<file path="src/rtl/pipe_stall_ctrl.sv">
// Stall/flush scheduler for the five-stage RV32I pipeline: post-reset clear, hazard and
// memory-wait stalls, redirect flushes, data-memory timeout. Define PIPE_STALL_CTRL_PERF_EN for stall/flush counters.
module pipe_stall_ctrl #(
  parameter int INIT_FLUSH_CYCLES = 4,
  parameter int MEM_TIMEOUT       = 255,
  parameter int CNT_W             = 32
) (
  input  logic             clk,
  input  logic             rst_n,
  input  logic             load_use_hazard,
  input  logic             branch_taken_ex,
  input  logic             imem_ready,
  input  logic             dmem_req,
  input  logic             dmem_ready,
  output logic             pc_we,
  output logic             if_id_we,
  output logic             if_id_flush,
  output logic             id_ex_we,
  output logic             id_ex_bubble,
  output logic             ex_mem_we,
  output logic             mem_wb_bubble,
  output logic             mem_timeout,
  output logic [CNT_W-1:0] stall_cnt,
  output logic [CNT_W-1:0] flush_cnt
);

  typedef enum logic [1:0] {
    S_INIT     = 2'd0,
    S_RUN      = 2'd1,
    S_MEM_WAIT = 2'd2,
    S_HALT     = 2'd3
  } state_e;

  // Wait counter must reach MEM_TIMEOUT and still have room to saturate above it.
  localparam int WAIT_W = (MEM_TIMEOUT < 1) ? 1 : $clog2(MEM_TIMEOUT + 2);
  localparam logic [WAIT_W-1:0] WAIT_MAX    = '1;
  localparam logic [WAIT_W-1:0] TIMEOUT_VAL = WAIT_W'(MEM_TIMEOUT);
  localparam logic [3:0]        INIT_LAST   = 4'(INIT_FLUSH_CYCLES - 1);

  state_e            state_q, state_d;
  logic [3:0]        init_cnt_q, init_cnt_d;
  logic [WAIT_W-1:0] wait_cnt_q, wait_cnt_d;
  logic              mem_timeout_q, mem_timeout_d;
  logic              resolve;
  logic              stall_inc;
  logic              flush_inc;

  always_comb begin
    pc_we         = 1'b1;
    if_id_we      = 1'b1;
    if_id_flush   = 1'b0;
    id_ex_we      = 1'b1;
    id_ex_bubble  = 1'b0;
    ex_mem_we     = 1'b1;
    mem_wb_bubble = 1'b0;
    state_d       = state_q;
    init_cnt_d    = init_cnt_q;
    wait_cnt_d    = wait_cnt_q;
    mem_timeout_d = mem_timeout_q;
    resolve       = 1'b0;
    flush_inc     = 1'b0;

    case (state_q)
      S_INIT: begin
        pc_we         = 1'b0;
        if_id_flush   = 1'b1;
        id_ex_bubble  = 1'b1;
        mem_wb_bubble = 1'b1;
        init_cnt_d    = init_cnt_q + 4'd1;
        if (init_cnt_q == INIT_LAST) state_d = S_RUN;
      end
      S_RUN: begin
        if (dmem_req && !dmem_ready) begin
          pc_we         = 1'b0;
          if_id_we      = 1'b0;
          id_ex_we      = 1'b0;
          ex_mem_we     = 1'b0;
          mem_wb_bubble = 1'b1;
          state_d       = S_MEM_WAIT;
          wait_cnt_d    = WAIT_W'(1);
        end else begin
          resolve = 1'b1;
        end
      end
      S_MEM_WAIT: begin
        if (!dmem_ready) begin
          pc_we         = 1'b0;
          if_id_we      = 1'b0;
          id_ex_we      = 1'b0;
          ex_mem_we     = 1'b0;
          mem_wb_bubble = 1'b1;
          if ((MEM_TIMEOUT != 0) && (wait_cnt_q == TIMEOUT_VAL)) begin
            state_d       = S_HALT;
            mem_timeout_d = 1'b1;
          end else if (wait_cnt_q != WAIT_MAX) begin
            wait_cnt_d = wait_cnt_q + WAIT_W'(1);
          end
        end else begin
          resolve    = 1'b1;
          state_d    = S_RUN;
          wait_cnt_d = '0;
        end
      end
      default: begin
        pc_we     = 1'b0;
        if_id_we  = 1'b0;
        id_ex_we  = 1'b0;
        ex_mem_we = 1'b0;
      end
    endcase

    // Redirect beats load-use, which beats a fetch miss.
    if (resolve) begin
      if (branch_taken_ex) begin
        if_id_flush  = 1'b1;
        id_ex_bubble = 1'b1;
        flush_inc    = 1'b1;
      end else if (load_use_hazard) begin
        pc_we        = 1'b0;
        if_id_we     = 1'b0;
        id_ex_bubble = 1'b1;
      end else if (!imem_ready) begin
        pc_we       = 1'b0;
        if_id_flush = 1'b1;
      end
    end

    stall_inc = ((state_q == S_RUN) || (state_q == S_MEM_WAIT)) && !pc_we;
  end

  always_ff @(posedge clk) begin
    if (!rst_n) begin
      state_q       <= S_INIT;
      init_cnt_q    <= '0;
      wait_cnt_q    <= '0;
      mem_timeout_q <= 1'b0;
    end else begin
      state_q       <= state_d;
      init_cnt_q    <= init_cnt_d;
      wait_cnt_q    <= wait_cnt_d;
      mem_timeout_q <= mem_timeout_d;
    end
  end

  assign mem_timeout = mem_timeout_q;

`ifdef PIPE_STALL_CTRL_PERF_EN
  logic [CNT_W-1:0] stall_cnt_q, flush_cnt_q;

  always_ff @(posedge clk) begin
    if (!rst_n) begin
      stall_cnt_q <= '0;
      flush_cnt_q <= '0;
    end else begin
      if (stall_inc) stall_cnt_q <= stall_cnt_q + CNT_W'(1);
      if (flush_inc) flush_cnt_q <= flush_cnt_q + CNT_W'(1);
    end
  end

  assign stall_cnt = stall_cnt_q;
  assign flush_cnt = flush_cnt_q;
`else
  logic unused_perf;
  assign unused_perf = stall_inc ^ flush_inc;
  assign stall_cnt   = '0;
  assign flush_cnt   = '0;
`endif

endmodule

</file>
<file path="config.mk">
export PLATFORM = sky130hd
export DESIGN_NAME = pipe_stall_ctrl
export DESIGN_NICKNAME = d
export VERILOG_FILES = /design/src/rtl/pipe_stall_ctrl.sv
export SDC_FILE = /design/constraint.sdc
export NUM_CORES = 1
export LEC_CHECK = 0
export CAP_MARGIN = 20
export CELL_PAD_IN_SITES_DETAIL_PLACEMENT = 0
export CELL_PAD_IN_SITES_GLOBAL_PLACEMENT = 2
export CORE_AREA = 2 2 84 86
export DETAILED_ROUTE_END_ITERATION = 6
export DIE_AREA = 0 0 86 88
export PLACE_DENSITY = 0.83
export SKIP_CTS_REPAIR_TIMING = 1
export SYNTH_ARGS = -nofsm -noshare
export SYNTH_HDL_FRONTEND = slang
export SYNTH_SLANG_ARGS = --single-unit
</file>
<file path="constraint.sdc">
create_clock -name clk -period 4.1 [get_ports clk]
set_input_delay 1.025 -clock clk [delete_from_list [all_inputs] [get_ports clk]]
set_output_delay 1.025 -clock clk [all_outputs]
set_load 0.1 [all_outputs]
</file>
# Yosys cells after proc, flatten, opt, wreduce, memory -nomap -nowiden
# Cells that the tools add are included.
# Widths: inputs -> output; s select.
# op_classes
addsub,2
eq_ne,10
muxes,32
bitwise,1
n_reduce_logical,8
# ops
op,count
$mux 9,4
$mux 1,19
$pmux 9 s2,1
$add 9x1->9 const B,1
$eq 9x8->1 const B,1
$ne 3x3->1 const B,3
$ne 9x9->1 const B,1
$mux 2,4
$reduce_and 4->1,2
$pmux 1 s3,2
$pmux 2 s3,1
$add 4x1->4 const B,1
$eq 4x2->1 const B,1
$ne 2x2->1 const B,2
$reduce_and 3->1,1
$reduce_bool 3->1,1
$eq 2x1->1 const B,1
$eq 2x2->1 const B,1
$logic_not 2->1,1
$pmux 1 s2,1
$reduce_bool 2->1,1
$logic_and 1x1->1,1
$logic_not 1->1,1
$not 1->1,1
# word_totals
reg_bits,16
word_cells,57

# Depth between registers and ports, before layout
# Gate-level depths: netlist of the first run.
# depth
word_depth,7
depth_mapped,9
mapped_depth_nobuf,8

# Worst setup path before layout of the first run
# OpenSTA, ideal clock, no wires.
# synth_path
kind,input-to-output
from,input port dmem_ready
to,output port if_id_we
arrival_time_ns,3.524
required_ns,3.075
path_slack_ns,-0.449
stages,4
path_cell_list,and2_1 a211oi_1 nor2_1 o31a_1
# synth_between
elab_chain_len,7
elab_cells_between_ends,9
classes_between,mux: 7; reduce/logical: 2
# synth_rtl
element,line_no,rtl
from (decl),14,"input logic dmem_ready,"
$logic_not 1->1,-,
$logic_and 1x1->1,73,if (dmem_req && !dmem_ready) begin
$mux 1,-,
$pmux 1 s3 (*),-,
via ex_mem_we,20,"output logic ex_mem_we,"
$mux 1,118,end else if (load_use_hazard) begin
$mux 1,114,if (branch_taken_ex) begin
$mux 1 (*),113,if (resolve) begin
to (decl),16,"output logic if_id_we,"
# Mark *: on every way through the listed nets, which the timed path passes. The rest lies on a longest branch.

# Worst setup path in the final report of the first run
# layout_path
from,input port dmem_ready
to,output port id_ex_bubble
# layout_between
elab_chain_len,5
elab_cells_between_ends,6
classes_between,mux: 4; reduce/logical: 2
# layout_rtl
element,line_no,rtl
$logic_not 1->1,-,
$logic_and 1x1->1,73,
$mux 1,73,
$pmux 1 s2 (*),63,case (state_q)
$mux 1 (*),113,
to (decl),19,"output logic id_ex_bubble,"
# Every way passes the cells marked *; elsewhere a longest branch is shown, timed or not.

==> results.toml, run 1 <==
[global_route]
grt_pass1_wl_mm = 4.23
overflow = 0
grt_pass1_vias = 913
antenna_found_initial = 0
grt.total_usage_pct = 7.02
grt_start_max_net_pins = 17

[detailed_routing]
wl_mm = 2.48
vias = 1055
first_iter_violations = 40
drc = 0
via_per_inst = 3.79
drtPass1Iterations = 4
antenna_left = 0
wl_per_cell_microns = 8.94

[sta]
setup_ws_ns = 0.503
period_minus_slack_ns = 3.60
finalSetupTns_ns = 0
finalCritPeriodShare_pct = 87.7
slew_headroom_pct = 34.9
rsz0062_at_grt = "false"
hold_ws_ns = 0.474
fmax_ghz = 0.278
finalMaxSlewViolations = 0
hold_viol = 0
finClkSkew_ns = 0.00321
setup_viol = 0
worstMarginPinSlew_ns = 0.973

[power]
clock_power_share_pct = 12.3
power_density_nw_per_um2 = 756
pwr-share-comb_pct = 71.1
p_total_mw = 1.17
vdd_ir_drop_max_mv = 0.168
p_sw_mw = 0.710
sw_frac_of_total_pct = 60.6
p_seq_share_pct = 16.6
leakage_nw = 0.669
p_int_mw = 0.462

[yosys]
synth-seq-cells = 16
synth_cells = 184
synth_warnings = 0
synth.cell_area_sq_um = 1440
synth_top_flop_cell = "dfxtp_1"
syn_avg_cell_area_sq_um = 7.83
synth_cell_type_count = 37
ys_seq_area_share_pct = 22.2
synth-edff-count = 0
async_flop_share_pct = 0

[cells_and_area]
final_cell_mix = "64 x conb_1, 18 x nor2_1, 16 x dfxtp_1"
layout.cells.most_common = "conb_1"
finalInstanceArea_sq_um = 1550
diodes = 0
drive_above_1_share_pct = 7.07
layout.cells.non_filler = 278
nets = 214
final_util_pct = 23.3
area_growth_pct = 7.65

[clocking]
cts_buffers = 3
cts_tree = "done"
path_clk_slew_ns = 0.07
insertion_delay_ns = 0.25
htree_levels = 1
clock_sink_count = 16
clk_path_buf_depth = 2
cts_root_buffer = "clkbuf_8"

[floorplan]
start_util_pct = 21.7
die_w_microns = 86
pin_count = 79
core_sq_um = 6640
dieArea_sq_um = 7570
die_height_microns = 88
num_rows = 30

[worst_setup_path]
cp.required_ns = 3.07
path_max_fanout = 7
slowest_stage = "clkdlybuf4s50_1"
crit_arrival_ns = 2.57
slowest_delay_ns = 0.57
crit_chain = "clkdlybuf4s50_1 > nand2b_4 > and2_1 > o21ai_1 > o21bai_1 > buf_12"
reg2reg_depth = 8
endpoint_kind = "output port"
path_class = "input pin to output port"
crit_path_start_kind = "input pin"
reg2reg_slack_ns = 1.64

[min_path]
hold_class = "register to register"
min_path_cells = 2

[placement]
port_buffers = 14
placedCellCount = 274
hpwl_mm = 1.98
dpl_cell_area_sq_um = 1500
gp_congestion = 0.736
pre_cts_ws_ns = 0.496

[outcome]
status = "completed"

[job]
cap_violations = 0
==> layout make-up <==
class | count | area (sq um)
Tap cell | 80 | 100
Multi-Input combinational cell | 156 | 831
Fill cell | 732 | 5090
Clock buffer | 4 | 55.1
Timing Repair Buffer | 15 | 218
Sequential cell | 16 | 320
Inverter | 7 | 26.3
==> cell usage after synthesis (3+ instances only) <==
| cell type | number | area (sq um) |
|---|---|---|
| or3_1 | 3 | 18.8 |
| inv_1 | 6 | 22.5 |
| o31ai_1 | 4 | 30.0 |
| dfxtp_1 | 16 | 320 |
| ha_1 | 8 | 100 |
| or4_1 | 5 | 37.5 |
| nand3_1 | 4 | 20.0 |
| nor2_1 | 19 | 71.3 |
| a21oi_1 | 12 | 60.1 |
| buf_4 | 65 | 488 |
| nand2_1 | 7 | 26.3 |
==> layer usage <==
layer,vias up,GRT usage (%),routed length [microns]
li1,521,-,-
met1,474,8.51,1070
met2,56,11.8,1180
met3,4,1.51,198
met4,0,3.46,43
met5,-,0,0
==> power by group through the flow <==
| stage | Clock, mW | Sequential [mW] | Combinational [mW] |
|---|---|---|---|
| 2_1_floorplan | 0 | 0.194 | 0.704 |
| 3_3_place_gp | 0 | 0.198 | 0.832 |
| 3_5_place_dp | 0 | 0.198 | 0.835 |
| 4_1_cts | 0.150 | 0.195 | 0.836 |
| 5_1_grt | 0.159 | 0.199 | 0.876 |
| 6_report | 0.144 | 0.195 | 0.833 |
==> critical path: cells and delay by family <==
| kind | cells | cell delay [ns] |
|---|---|---|
| AO/OA/AOI/OAI | 2 | 0.40 |
| AND/OR/NAND/NOR | 2 | 0.35 |
| buffers and inverters | 2 | 0.78 |
==> registers in the layout, indices dropped and copies added, names as in the netlist <==
signal	count
wait_cnt_q	9
init_cnt_q	4
state_q	2
mem_timeout	1
==> path summary, 6_finish.rpt <==
| check | start | to |
|---|---|---|
| setup / recovery | dmem_ready | id_ex_bubble |
| setup reg to reg | wait_cnt_q[0]$_SDFFE_PN0P_ | wait_cnt_q[7]$_SDFFE_PN0P_ |
| hold / removal | wait_cnt_q[8]$_SDFFE_PN0P_ | wait_cnt_q[8]$_SDFFE_PN0P_ |
| hold reg to reg | wait_cnt_q[8]$_SDFFE_PN0P_ | wait_cnt_q[8]$_SDFFE_PN0P_ |
==> logic make-up (layout without fill, tap and decap cells) <==
kind of cell,after synthesis,after routing,share of synthesized area (%)
AO/OA/AOI/OAI,30,30,13.4
XOR/XNOR,3,3,1.82
adder cells (fa/ha/maj),8,8,6.95
buffers and inverters,75,26,36.7
flip-flops,16,16,22.2
multiplexers,2,2,1.39
other,1,64,0.260
AND/OR/NAND/NOR,49,49,17.3
Power figures use the tool's default switching activity.
==> inputs of run 2 (changes only) <==
--- a/config.mk
+++ b/config.mk
@@ -5,12 +5,13 @@
 export SDC_FILE = /design/constraint.sdc
 export NUM_CORES = 1
 export LEC_CHECK = 0
+export ABC_AREA = 1
 export CAP_MARGIN = 20
 export CELL_PAD_IN_SITES_DETAIL_PLACEMENT = 0
 export CELL_PAD_IN_SITES_GLOBAL_PLACEMENT = 2
-export CORE_AREA = 2 2 84 86
+export CORE_AREA = 2 2 87 89
 export DETAILED_ROUTE_END_ITERATION = 6
-export DIE_AREA = 0 0 86 88
+export DIE_AREA = 0 0 89 91
 export PLACE_DENSITY = 0.83
 export SKIP_CTS_REPAIR_TIMING = 1
 export SYNTH_ARGS = -nofsm -noshare
==> run 2 against run 1 <==
  * Combinational power increased by 32%
  * Clock power barely moved
  * Wire length is 2.7% higher
  * Sequential cell count stayed put
  * First-iteration DRC count grew 23%
  * Area after synthesis grew 6.3%
  * Final cell count rose by 20%
  * Global-route usage fell by 0.63 points
  * Sequential share of layout area shrank 1.3 points
  * Synthesized cell count grew 20%
  * Setup slack lost 0.10 ns
  * Worst hold slack lost 0.019 ns
  * Critical path type unchanged
  * Largest power group unchanged
  * Highest routed layer unchanged
==> results.toml, run 2 <==
[yosys]
async_flop_share_pct = 0
synth_commonest_cells = "65 x buf_4, 31 x nand2_1, 27 x inv_1"
synth.top_cell.area_share_pct = 31.9
synth_cells = 220
synth_xor_xnor_area_share_pct = 0
yosysMostFrequentCell = "buf_4"
synth.cell_area_sq_um = 1530
synthAdderAreaFrac_pct = 6.54
synth_top_flop_cell = "dfxtp_1"
yosys.area_share.simple_pct = 21.5
synthMuxAreaShare_pct = 0
synth-seq-cells = 16
ys_top_cells_by_area = "buf_4 32%, dfxtp_1 21%, nand2_1 7.6%"
synth_compound_area_share_pct = 10.9
synth_top_family_by_area = "buffers and inverters"
syn_avg_cell_area_sq_um = 6.96
synth.largest_area_cell = "buf_4"
ys_seq_area_share_pct = 20.9
synth-edff-count = 0
synth_cell_type_count = 25
synth_warnings = 0

[placement]
pre_cts_ws_ns = 0.412
placedCellCount = 330
port_buffers = 14
hpwl_mm = 2.06
gp_congestion = 0.747

[clocking]
clk_path_buf_depth = 2
htree_levels = 1
cts_buffers = 3
cts_root_buffer = "clkbuf_8"
clock_sink_count = 16
insertion_delay_ns = 0.25
cts_tree = "done"
path_clk_slew_ns = 0.06

[power]
p_seq_share_pct = 14.5
p_sw_mw = 0.907
power_density_nw_per_um2 = 874
pwr-share-comb_pct = 75.8
sw_frac_of_total_pct = 62.6
leakage_nw = 0.776
vdd_ir_drop_max_mv = 0.357
p_int_mw = 0.541
clock_power_share_pct = 9.8

[detailed_routing]
wl_mm = 2.55
wl_met3_microns = 160
drc = 0
antenna_left = 0
wl_per_cell_microns = 7.64
drtPass1Iterations = 4
wl_met2_mm = 1.23
first_iter_violations = 49
vias = 1145
top_layer_used = "met4"
wl_met1_mm = 1.12
via_per_inst = 3.43

[worst_setup_path]
slowest_delay_ns = 0.57
reg2reg_slack_ns = 2.06
crit_arrival_ns = 2.67
cp.required_ns = 3.07
cpMostUsedCell = "o21ai_0"
endpoint_kind = "output port"
crit_chain = "clkdlybuf4s50_1 > inv_2 > o21ai_0 > nand2_1 > o21ai_0 > buf_12"
crit_path_start_kind = "input pin"
reg2reg_depth = 11
path_class = "input pin to output port"
r2r_start = "wait_cnt_q[0]$_SDFFE_PN0P_"
path_max_fanout = 4
r2r_end = "wait_cnt_q[1]$_SDFFE_PN0P_"
slowest_stage = "clkdlybuf4s50_1"

[cells_and_area]
largest_register_ff_count = 9
layout.cells.most_common = "conb_1"
diodes = 0
area_growth_pct = 8.25
nets = 251
drive_above_1_share_pct = 9.79
layout.cells.non_filler = 334
final_cell_mix = "64 x conb_1, 31 x nand2_1, 27 x inv_1"
reg_top3 = "wait_cnt_q (9), init_cnt_q (4), state_q (2)"
regMostFlops = "wait_cnt_q"

[sta]
slew_headroom_pct = 35.8
finalCritPeriodShare_pct = 90.2
worstMarginPinSlew_ns = 0.960
finalMaxSlewViolations = 0
setup_viol = 0
hold_viol = 0
finClkSkew_ns = 0.00152
fmax_ghz = 0.270
setup_ws_ns = 0.402
rsz0062_at_grt = "false"
period_minus_slack_ns = 3.70

[floorplan]
start_util_pct = 21.5
num_rows = 31
die_height_microns = 91
die_w_microns = 89
core_sq_um = 7140
pin_count = 79
dieArea_sq_um = 8100

[job]
cap_violations = 0

[global_route]
grt_start_max_net_pins = 12
overflow = 0
antenna_found_initial = 0
grt_pass1_wl_mm = 4.20
grt.total_usage_pct = 6.39
grt_pass1_vias = 971

[outcome]
status = "completed"

[min_path]
min_path_cells = 2
hold_class = "register to register"
worstHoldStart = "mem_timeout$_SDFFE_PN0P_"
hold_end = "mem_timeout$_SDFFE_PN0P_"
## run 2: power groups by stage
stage	registers (mW)	logic (mW)	clock network (mW)
2_1_floorplan	0.207	0.894	0
3_3_place_gp	0.212	1.11	0
3_5_place_dp	0.213	1.10	0
4_1_cts	0.209	1.10	0.149
5_1_grt	0.214	1.15	0.154
6_report	0.210	1.10	0.141
## run 2: worst max path at each step
stage	cells after the start	startpoint	slack (ns)	endpoint
2_1_floorplan	4	dmem_ready	-0.45	id_ex_bubble
3_3_place_gp	6	dmem_ready	0.44	if_id_flush
3_5_place_dp	6	dmem_ready	0.41	if_id_flush
4_1_cts	6	dmem_ready	0.41	if_id_flush
5_1_grt	6	dmem_ready	0.30	id_ex_bubble
6_report	6	dmem_ready	0.40	id_ex_bubble
## run 2: final cells by class
| cell class | count | area, sq um |
|---|---|---|
| flip-flops and latches | 16 | 320 |
| multi-input cells | 171 | 836 |
| repair buffers | 14 | 210 |
| inverters | 30 | 113 |
| fillers | 811 | 5480 |
| well taps | 99 | 124 |
| clock buffers | 4 | 55.1 |
## run 2: kinds of logic (layout without fill, tap and decap cells)
family,count (synthesis),count (layout)
adders and majority gates,8,8
DFF,16,16
and+or+nand+nor,74,74
buffers and inverters,96,48
other,1,64
AOI/OAI and AO/OA,25,25
## run 2: stage by stage
| stage | instance area, sq um | setup TNS [ns] | utilization, % | power, mW | hold slack [ns] |
|---|---|---|---|---|---|
| 2_1_floorplan | 1770 | -0.902 | - | 1.10 | 0.453 |
| 3_3_place_gp | 1600 | 0 | 22.5 | 1.32 | 0.439 |
| 3_5_place_dp | 1600 | 0 | 22.5 | 1.31 | 0.451 |
| 4_1_cts | 1660 | 0 | 23.2 | 1.46 | 0.462 |
| 5_1_grt | 1660 | 0 | 23.2 | 1.52 | 0.479 |
| 6_report | 1660 | 0 | 23.2 | 1.45 | 0.456 |
## run 2: per-layer routing
metal  GRT usage (%)  vias up
met5               0        -
met4            3.36        0
met3            1.09        2
met2            10.3       50
met1            8.02      504
li1                -      589
## run 2: critical path, delay by kind of cell
kind | cells | cell delay (ns)
buffers and inverters | 3 | 0.87
AND/OR/NAND/NOR | 1 | 0.13
AO/OA/AOI/OAI | 2 | 0.63
==> inputs of run 3 (changes only) <==
--- a/config.mk
+++ b/config.mk
@@ -13,6 +13,7 @@
 export DETAILED_ROUTE_END_ITERATION = 6
 export DIE_AREA = 0 0 89 91
 export PLACE_DENSITY = 0.83
+export RECOVER_POWER = 50
 export SKIP_CTS_REPAIR_TIMING = 1
 export SYNTH_ARGS = -nofsm -noshare
 export SYNTH_HDL_FRONTEND = slang
==> run 3 against run 2 <==
  * First-iteration DRC count fell by 2.0%
  * Register-to-register slack got worse by 0.06 ns
  * Power fell by 0.74%
  * Worst hold slack barely moved
  * Critical path type unchanged
  * Highest routed layer unchanged
==> results.toml, run 3 (synthesis results as in run 2) <==
[outcome]
status = "completed"

[placement]
hpwl_mm = 2.06
port_buffers = 14
gp_congestion = 0.747
dpl_cell_area_sq_um = 1600
placedCellCount = 330

[sta]
setup_viol = 0
hold_viol = 0
worstMarginPinSlew_ns = 0.960
fmax_ghz = 0.266
period_minus_slack_ns = 3.75
finalSetupTns_ns = 0
finalMaxSlewViolations = 0
slew_headroom_pct = 35.8
rsz0062_at_grt = "false"
finalCritPeriodShare_pct = 91.5
finClkSkew_ns = 0.00148

[power]
power_density_nw_per_um2 = 876
p_total_mw = 1.44
vdd_ir_drop_max_mv = 0.357
leakage_nw = 0.775

[detailed_routing]
vias = 1141
drc = 0
first_iter_violations = 48
antenna_left = 0
drtPass1Iterations = 4
via_per_inst = 3.42
wl_mm = 2.53
wl_per_cell_microns = 7.56

[clocking]
cts_tree = "done"
insertion_delay_ns = 0.25
cts_buffers = 3
path_clk_slew_ns = 0.06
cts_root_buffer = "clkbuf_8"
clock_sink_count = 16
htree_levels = 1
clk_path_buf_depth = 2

[floorplan]
die_height_microns = 91
num_rows = 31
dieArea_sq_um = 8100
pin_count = 79
start_util_pct = 21.5
die_w_microns = 89
core_sq_um = 7140

[worst_setup_path]
endpoint_kind = "output port"
crit_family = "buffers and inverters"
cp.required_ns = 3.07
slowest_delay_ns = 0.64
crit_arrival_ns = 2.73
path_max_fanout = 4
path_class = "input pin to output port"
crit_chain = "dlygate4sd3_1 > inv_2 > o21ai_0 > nand2_1 > o21ai_0 > buf_12"
crit_path_start_kind = "input pin"
slowest_stage = "dlygate4sd3_1"
cpMostUsedCell = "o21ai_0"
reg2reg_slack_ns = 2.00
path_buf_inv = 3

[min_path]
hold_class = "register to register"

[cells_and_area]
area_growth_pct = 7.19
largest_register_ff_count = 9
layout.cells.most_common = "conb_1"
drive_above_1_share_pct = 8.09
diodes = 0
layout.cells.non_filler = 334
finalInstanceArea_sq_um = 1640
final_cell_mix = "64 x conb_1, 33 x nand2_1, 28 x inv_1"
nets = 251
regMostFlops = "wait_cnt_q"
final_util_pct = 23.0
reg_top3 = "wait_cnt_q (9), init_cnt_q (4), state_q (2)"

[global_route]
grt_start_max_net_pins = 12
grt_pass1_vias = 971
grt_pass1_wl_mm = 4.20
antenna_found_initial = 0
grt.total_usage_pct = 6.39
overflow = 0

[job]
cap_violations = 0
[run 3: cell types whose count changed in the layout (fill, tap and decap cells not counted), sizes merged]
cell | before | now
clkdlybuf4s50 | 7 | 5
dlygate4sd3 | 0 | 2
[run 3: final timing paths]
path,start,endpoint,depth (start not counted)
setup / recovery,dmem_ready,id_ex_bubble,6
hold / removal,mem_timeout$_SDFFE_PN0P_,mem_timeout$_SDFFE_PN0P_,2
setup reg to reg,wait_cnt_q[0]$_SDFFE_PN0P_,wait_cnt_q[1]$_SDFFE_PN0P_,11
hold reg to reg,mem_timeout$_SDFFE_PN0P_,mem_timeout$_SDFFE_PN0P_,2
[run 3: tightest hold or removal path: stages, from the launching register on]
cell	delay (ns)
dfxtp_1	0.31
inv_1	0.05
a21oi_1	0.05
[run 3: per-layer routing]
metal / GRT usage, % / wire (microns) / part of all wire, %
met5: 0 / 0 / 0
met2: 10.3 / 1220 / 48
met1: 8.02 / 1110 / 44
met4: 3.36 / 42 / 1.7
met3: 1.09 / 157 / 6.2
[run 3: power breakdown]
part	switching, mW	internal (mW)
sequential	0.0243	0.185
clock	0.0553	0.0851
combinational	0.821	0.266
total	0.901	0.537
[run 3: layout make-up]
type / count / area (sq um)
Multi-Input combinational cell: 171 / 820
Sequential cell: 16 / 320
Fill cell: 815 / 5500
Inverter: 30 / 113
Tap cell: 99 / 124
Clock buffer: 4 / 55.1
Timing Repair Buffer: 14 / 210
[run 3: metrics by stage]
stage | hold WS (ns) | worst slack, ns
4_1_cts | 0.462 | 0.408
2_1_floorplan | 0.453 | -0.451
5_1_grt | 0.479 | 0.230
3_3_place_gp | 0.439 | 0.439
3_5_place_dp | 0.451 | 0.412
6_report | 0.456 | 0.347
